<file path="config.mk">
export PLATFORM = sky130hd
export DESIGN_NAME = pipe_hazard_sched
export DESIGN_NICKNAME = d
export VERILOG_FILES = /design/src/rtl/pipe_hazard_sched.sv
export SDC_FILE = /design/constraint.sdc
export NUM_CORES = 1
export LEC_CHECK = 0
export ABC_CLOCK_PERIOD_IN_PS = 2100
export CELL_PAD_IN_SITES_DETAIL_PLACEMENT = 1
export CELL_PAD_IN_SITES_GLOBAL_PLACEMENT = 2
export CORE_MARGIN = 4
export CORE_UTILIZATION = 23
export DETAILED_ROUTE_END_ITERATION = 6
export PLACE_DENSITY = 0.88
export SLEW_MARGIN = 20
export SYNTH_ARGS = -nofsm -noshare
export SYNTH_HDL_FRONTEND = slang
export SYNTH_SLANG_ARGS = --single-unit
</file>
<file path="constraint.sdc">
create_clock -name clk -period 2.1 [get_ports clk]
set_input_delay 0.315 -clock clk [delete_from_list [all_inputs] [get_ports clk]]
set_output_delay 0.315 -clock clk [all_outputs]
set_load 0.005 [all_outputs]
</file>
<file path="src/rtl/pipe_hazard_sched.sv">
// Hazard and stall scheduler for the 5-stage core: stage enables, flushes and bubbles,
// driven by ID-stage load-use/branch-operand hazards and data-memory wait states.
module pipe_hazard_sched #(
    parameter int unsigned TO_CYCLES = 16,
    parameter int unsigned CNT_W     = 16
) (
    input  logic             clk,
    input  logic             rst_n,
    input  logic [1:0]       id_npcop,
    input  logic [4:0]       id_rs,
    input  logic [4:0]       id_rt,
    input  logic             id_use_rs,
    input  logic             id_use_rt,
    input  logic             id_br_eq,
    input  logic             ex_regwrite,
    input  logic             ex_memread,
    input  logic [4:0]       ex_rd,
    input  logic             mem_memread,
    input  logic [4:0]       mem_rd,
    input  logic             mem_access,
    input  logic             dmem_ready,
    output logic             pc_en,
    output logic             ifid_en,
    output logic             idex_en,
    output logic             exmem_en,
    output logic             ifid_flush,
    output logic             idex_flush,
    output logic             memwb_bubble,
    output logic             dmem_req,
    output logic             mem_timeout,
    output logic [CNT_W-1:0] stall_cnt
);

    localparam int unsigned WCNT_W = $clog2(TO_CYCLES + 1);

    localparam logic [1:0] NPC_BRANCH = 2'b01;
    localparam logic [1:0] NPC_JUMP   = 2'b10;
    localparam logic [1:0] NPC_JR     = 2'b11;

    typedef enum logic {
        ST_RUN  = 1'b0,
        ST_WAIT = 1'b1
    } state_t;

    state_t            state, state_nx;
    logic [WCNT_W-1:0] wcnt, wcnt_nx;
    logic              freeze;
    logic              timeout_evt;

    logic ex_hit, mem_hit;
    logic is_br_op;
    logic load_use, br_dep, id_stall, redirect;

    // Operand match against a producer; r0 is hardwired zero so never a hazard.
    assign ex_hit  = (ex_rd != 5'd0) &
                     ((id_use_rs & (ex_rd == id_rs)) | (id_use_rt & (ex_rd == id_rt)));
    assign mem_hit = (mem_rd != 5'd0) &
                     ((id_use_rs & (mem_rd == id_rs)) | (id_use_rt & (mem_rd == id_rt)));

    assign is_br_op = (id_npcop == NPC_BRANCH) | (id_npcop == NPC_JR);
    assign load_use = ex_memread & ex_hit;
    assign br_dep   = is_br_op & ((ex_regwrite & ex_hit) | (mem_memread & mem_hit));
    assign id_stall = load_use | br_dep;
    assign redirect = ~id_stall & ((id_npcop == NPC_JUMP) | (id_npcop == NPC_JR) |
                                   ((id_npcop == NPC_BRANCH) & id_br_eq));

    always_ff @(posedge clk or negedge rst_n) begin
        if (!rst_n) begin
            state <= ST_RUN;
            wcnt  <= '0;
        end else begin
            state <= state_nx;
            wcnt  <= wcnt_nx;
        end
    end

    // Data-memory wait tracking, then stage control by priority.
    always_comb begin
        state_nx     = state;
        wcnt_nx      = wcnt;
        freeze       = 1'b0;
        timeout_evt  = 1'b0;
        dmem_req     = 1'b0;
        pc_en        = 1'b1;
        ifid_en      = 1'b1;
        idex_en      = 1'b1;
        exmem_en     = 1'b1;
        ifid_flush   = 1'b0;
        idex_flush   = 1'b0;
        memwb_bubble = 1'b0;

        case (state)
            ST_RUN: begin
                dmem_req = mem_access;
                if (mem_access && !dmem_ready) begin
                    freeze   = 1'b1;
                    wcnt_nx  = WCNT_W'(1);
                    state_nx = ST_WAIT;
                end
            end
            ST_WAIT: begin
                dmem_req = 1'b1;
                if (dmem_ready || !mem_access) begin
                    wcnt_nx  = '0;
                    state_nx = ST_RUN;
                end else if (wcnt == WCNT_W'(TO_CYCLES)) begin
                    timeout_evt = 1'b1;
                    wcnt_nx     = '0;
                    state_nx    = ST_RUN;
                end else begin
                    freeze  = 1'b1;
                    wcnt_nx = wcnt + WCNT_W'(1);
                end
            end
            default: begin
                wcnt_nx  = '0;
                state_nx = ST_RUN;
            end
        endcase

        if (freeze) begin
            pc_en        = 1'b0;
            ifid_en      = 1'b0;
            idex_en      = 1'b0;
            exmem_en     = 1'b0;
            memwb_bubble = 1'b1;
        end else begin
            if (id_stall) begin
                pc_en      = 1'b0;
                ifid_en    = 1'b0;
                idex_flush = 1'b1;
            end else if (redirect) begin
                ifid_flush = 1'b1;
            end
            // A timed-out load must not write back.
            if (timeout_evt) begin
                memwb_bubble = 1'b1;
            end
        end

        if (!rst_n) begin
            pc_en        = 1'b0;
            ifid_en      = 1'b0;
            idex_en      = 1'b0;
            exmem_en     = 1'b0;
            ifid_flush   = 1'b1;
            idex_flush   = 1'b1;
            memwb_bubble = 1'b1;
            dmem_req     = 1'b0;
        end
    end

    always_ff @(posedge clk or negedge rst_n) begin
        if (!rst_n) begin
            stall_cnt   <= '0;
            mem_timeout <= 1'b0;
        end else begin
            if ((freeze || id_stall) && (stall_cnt != {CNT_W{1'b1}})) begin
                stall_cnt <= stall_cnt + CNT_W'(1);
            end
            if (timeout_evt) begin
                mem_timeout <= 1'b1;
            end
        end
    end

endmodule

</file>
## After elaboration in Yosys (flattened, before gate mapping)

Index checks and enable logic that the tools add are counted.

- Flip-flop bits (word level): 23
- Input port bits: 32
- Output and inout port bits: 25

- Add/subtract/negate cells: 2
- Equality and inequality tests: 10
- Multiplexer cells: 28
- Bitwise logic cells: 21
- Reductions and logical operators: 8

Operator list:

| operator | number |
|---|---|
| $mux 1 | 22 |
| $eq 5x5->1 | 4 |
| $add 16x1->16 const B | 1 |
| $ne 16x16->1 const B | 1 |
| $mux 5 | 3 |
| $and 1x1->1 | 12 |
| $pmux 5 s2 | 1 |
| $reduce_bool 5->1 | 2 |
| $or 1x1->1 | 7 |
| $add 5x1->5 const B | 1 |
| $eq 5x5->1 const B | 1 |
| $eq 2x2->1 const B | 2 |
| $pmux 1 s2 | 2 |
| $eq 2x1->1 const B | 1 |
| $logic_and 1x1->1 | 2 |
| $logic_not 1->1 | 2 |
| $logic_or 1x1->1 | 2 |
| $ne 2x2->1 const B | 1 |
| $not 1->1 | 2 |

## Longest topological paths before layout

Gate-level depths: netlist of the first run.

- Depth after elaboration: 14
- Mapped depth: 9
- Mapped depth without buffers: 8

## Worst setup path before layout of the first run

No wires, ideal clock.

- Path type: input-to-output
- From: in mem_rd[0]
- To: out pc_en
- Data arrival time: 1.817 ns
- Required time: 1.785 ns
- Setup slack: -0.032 ns
- Stages on the path: 6
- Path through: or3_1 -> o311a_4 -> a221oi_4 -> buf_6 -> and2_1 -> buf_4

- Cells in the longest elaborated chain, start to end: 11
- Elaborated cells between the ends (all ways): 14

Ends and longest elaborated chain:

| element | RTL line | source |
|---|---|---|
| from (decl) | 19 | `input logic [4:0] mem_rd,` |
| $eq 5x5->1 | 58 | `((id_use_rs & (mem_rd == id_rs)) \| (id_use_rt & (mem_rd == id_rt)));` |
| $and 1x1->1 | 58 |  |
| $or 1x1->1 | 58 |  |
| $and 1x1->1 * | 57 | `assign mem_hit = (mem_rd != 5'd0) &` |
| $and 1x1->1 * | 62 | `assign br_dep = is_br_op & ((ex_regwrite & ex_hit) \| (mem_memread & mem_hit));` |
| $or 1x1->1 * | 62 |  |
| $and 1x1->1 * | 62 |  |
| $or 1x1->1 * | 63 | `assign id_stall = load_use \| br_dep;` |
| $mux 1 * (3 in a row) | - |  |
| to (decl) | 22 | `output logic pc_en,` |

Mark *: on every way between the ends. The rest lies on a longest branch, timed or not.

## Worst setup path after layout of the first run

- From: in mem_rd[2]
- To: out ifid_flush

- Cells in the longest elaborated chain, start to end: 14
- Elaborated cells between the ends (all ways): 17

Ends and longest elaborated chain:

| element | RTL line | source |
|---|---|---|
| $eq 5x5->1 | 58 |  |
| $and 1x1->1 | 58 |  |
| $or 1x1->1 | 58 |  |
| $and 1x1->1 * | 57 |  |
| $and 1x1->1 * | 62 |  |
| $or 1x1->1 * | 62 |  |
| $and 1x1->1 * | 62 |  |
| $or 1x1->1 * | 63 |  |
| $not 1->1 | 64 | `assign redirect = ~id_stall & ((id_npcop == NPC_JUMP) \| (id_npcop == NPC_JR) \|` |
| $and 1x1->1 | 64 |  |
| $mux 1 | 132 | `end else if (redirect) begin` |
| $mux 1 * | 128 | `if (id_stall) begin` |
| $mux 1 * | 121 | `if (freeze) begin` |
| $mux 1 * | 141 | `if (!rst_n) begin` |
| to (decl) | 26 | `output logic ifid_flush,` |

Marked as above.

==> impl_metrics.py, run 1 <==
metrics = {
    "critical_path": {
        "worstPathMaxFanout": 2,
        "arrival_ns": 1.85,
        "slowest_delay_ns": 0.38,
        "cp.required_ns": 1.78,
        "path_cells": "buf_2 -> or3_4 -> o311a_4 -> a221oi_4 -> buf_4 -> inv_2 -> o21ai_2 -> buf_2",
        "critPathKind": "input pin to output port",
        "cpMostUsedCell": "buf_2",
        "worst_setup_path_end_kind": "output port",
        "crit_family": "compound AO/OA/AOI/OAI gates",
        "worstPathBufferInverterCount": 4,
        "critPathLaunchType": "input pin",
        "crit_slowest_cell": "or3_4",
    },
    "clock_network": {
        "cts_root_buffer": "clkbuf_8",
        "cts_made_buffers": 3,
        "cts_tree": "built",
        "clock-sinks": 23,
        "insertion_delay_ns": 0.27,
        "holdBufCountCts": 0,
        "clock_path_buffers": 2,
        "htree_levels": 1,
        "clk_pin_slew_ns": 0.08,
    },
    "sta": {
        "clock.fmax_mhz": 462,
        "whs_ns": 0.439,
        "final.period_utilization_pct": 103,
        "hold_viol_final": 0,
        "worst_pin_slew_ns": 0.376,
        "rsz0062_at_grt": "true",
        "finalSetupViolCount": 3,
        "fin_ws_ns": -0.0645,
        "relSlewSlack_pct": 74.9,
        "tns_ns": -0.112,
        "clock_skew_ns": 0.00491,
        "period_needed_ns": 2.16,
        "slew_viol_final": 0,
    },
    "floorplan": {
        "ios": 57,
        "die_h_um": 88.3,
        "rows": 28,
        "initial_core_util_pct": 24.3,
        "fp.coreArea_um2": 6100,
        "die_w_um": 88.3,
        "dieArea_um2": 7790,
    },
    "drt": {
        "wl_per_cell_um": 14.8,
        "drtAntennaViolNets": 0,
        "dr_wl_met3_um": 214,
        "dr.pass1.iters": 4,
        "highest_layer": "met4",
        "drt_iter0_markers": 29,
        "routed_via_density": 4.68,
        "remaining_drc_errors": 0,
        "drt-total-wl_um": 4720,
        "vias": 1487,
        "wl_met1_um": 2070,
        "wl_met2_um": 2340,
    },
    "yosys": {
        "syn_area_per_cell_um2": 9.68,
        "synth_edf_count": 0,
        "synth_area_um2": 1480,
        "yosys_warnings": 0,
        "synth_cells": 153,
        "synth_cell_type_count": 36,
        "yosysSeqAreaShare_pct": 38.9,
        "synth_nets": 188,
        "ys_ff_latch": 23,
        "ys_async_sr_fraction_pct": 100,
        "synth-main-ff-cell": "dfrtp_1",
    },
    "power_and_ir_drop": {
        "ir_worst_vdd_mv": 0.558,
        "seq_power_share_pct": 43.0,
        "combinationalPowerShare_pct": 37.2,
        "p_leak_nw": 1.09,
        "power_density_nw_per_um2": 570,
        "internal_power_uw": 977,
        "switching_share_pct": 30.8,
        "clkPwrFrac_pct": 19.8,
        "netSwitchingPower_uw": 435,
    },
    "placement": {
        "portBuffers": 56,
        "place_hpwl_um": 3670,
        "gp_congestion": 0.859,
    },
    "global_routing": {
        "grt_first_pass_wirelength_um": 7600,
        "antenna_found_initial": 0,
        "grt_pass1_vias": 1584,
        "overflow": 0,
        "grt_max_degree": 18,
        "grt_use_total_pct": 12.4,
    },
    "min_path": {
        "hold_class": "input pin to async pin",
    },
    "cells_and_area": {
        "finish.net_count": 279,
        "nFillCells": 712,
        "final_cell_mix": "buf_4 (34), clkdlybuf4s50_1 (30), dfrtp_1 (23), xnor2_1 (19), dlygate4sd2_1 (17)",
        "area_growth_pct": 67.4,
        "diodes": 0,
        "drive_gt1_share_pct": 30.0,
        "final_common_cell": "buf_4",
    },
    "outcome": {
        "status": "finished with violations",
        "violations": "negative setup slack",
    },
    "job": {
        "max-cap-violations": 0,
    },
}
## per-layer routing
metal / track usage, % / vias to the layer above
li1: - / 722
met1: 15.8 / 716
met2: 21.5 / 40
met3: 2.14 / 9
met4: 3.98 / 0
met5: 0 / -
## cells in the mapped netlist (2+ instances only)
cell / instances / area (µm²)
a21oi_1: 4 / 20.0
and2_1: 3 / 18.8
and3_1: 2 / 12.5
buf_4: 2 / 15.0
dfrtp_1: 23 / 576
ha_1: 3 / 37.5
inv_1: 6 / 22.5
mux2_2: 2 / 22.5
nand2_1: 13 / 48.8
nand2b_1: 3 / 18.8
nand3_1: 5 / 25.0
nand4_1: 7 / 43.8
nor2_1: 6 / 22.5
nor3_1: 7 / 35.0
nor4_1: 6 / 37.5
nor4b_1: 2 / 17.5
o21ai_0: 6 / 30.0
o22ai_1: 2 / 12.5
xnor2_1: 21 / 184
xor2_1: 14 / 123
## final timing paths
kind                                  start      endpoint  slack (ns)  cells past startpoint
worst max register to register      wcnt[1]  stall_cnt[1]        0.10                     10
min in group clk                mem_timeout   mem_timeout        0.47                      1
worst max-delay path              mem_rd[2]    ifid_flush       -0.06                      8
worst min-delay path                  rst_n  stall_cnt[4]        0.44                      2
worst min register to register  mem_timeout   mem_timeout        0.47                      1
max in group asynchronous             rst_n  stall_cnt[9]        1.43                      2
## power groups by stage
stage               logic [mW]  clock network (mW)  registers [mW]
floorplan                0.184                   0           0.608
global placement         0.496                   0           0.611
detailed placement       0.508                   0           0.615
CTS                      0.528               0.290           0.610
global route             0.572               0.326           0.623
finish                   0.525               0.280           0.608
## area by class of cell
class | instances | area (µm²) | area share, %
clock buffers | 3 | 41.3 | 1.66
well taps | 75 | 93.8 | 3.78
clock inverters | 1 | 5.00 | 0.202
multi-input cells | 120 | 973 | 39.3
flip-flops and latches | 23 | 576 | 23.2
repair buffers | 90 | 768 | 31.0
inverters | 6 | 22.5 | 0.908
## cell families after synthesis
group                      share of synthesized area (%)
and+or+nand+nor                                     21.9
xor gates and xnor gates                            20.7
DFF                                                 38.9
AOI/OAI and AO/OA                                   10.3
buffers and inverters                               3.55
muxes                                               2.20
adders and majority gates                           2.53
## sequential cells by signal, summed over array words and instances, names as in the netlist
signal and flops:
mem_timeout 1, stall_cnt 16, state 1, wcnt 5
## per-stage QoR
stage          power [mW]  worst slack [ns]  std cells  area (µm²)  util (%)
6_report             1.41           -0.0645        318        2480      40.7
5_1_grt              1.52            -0.165        318        2480      40.7
4_1_cts              1.43           -0.0993        316        2440      40.1
3_5_place_dp         1.12            -0.730        305        2300      37.7
3_3_place_gp         1.11            -0.662        305        2300      37.7
2_1_floorplan       0.792            0.0132        153        1480         -
## what timing repair did
action | 4_1_cts | 5_1_grt
buffers inserted | 7 | 2
endpoints found under the hold margin | 0 | 0
endpoints found under the setup margin | 21 | 12
resized for setup | 69 | 8
pin swaps | 10 | 3
No activity file was read; power rests on OpenSTA's default activity.
==> run 2: changes to the inputs <==
--- a/config.mk
+++ b/config.mk
@@ -6,6 +6,7 @@
 export NUM_CORES = 1
 export LEC_CHECK = 0
 export ABC_CLOCK_PERIOD_IN_PS = 2100
+export CAP_MARGIN = 20
 export CELL_PAD_IN_SITES_DETAIL_PLACEMENT = 1
 export CELL_PAD_IN_SITES_GLOBAL_PLACEMENT = 2
 export CORE_MARGIN = 4
==> results of run 2 <==
Same layout as run 1: the final DEF is identical, and so are final timing and power.
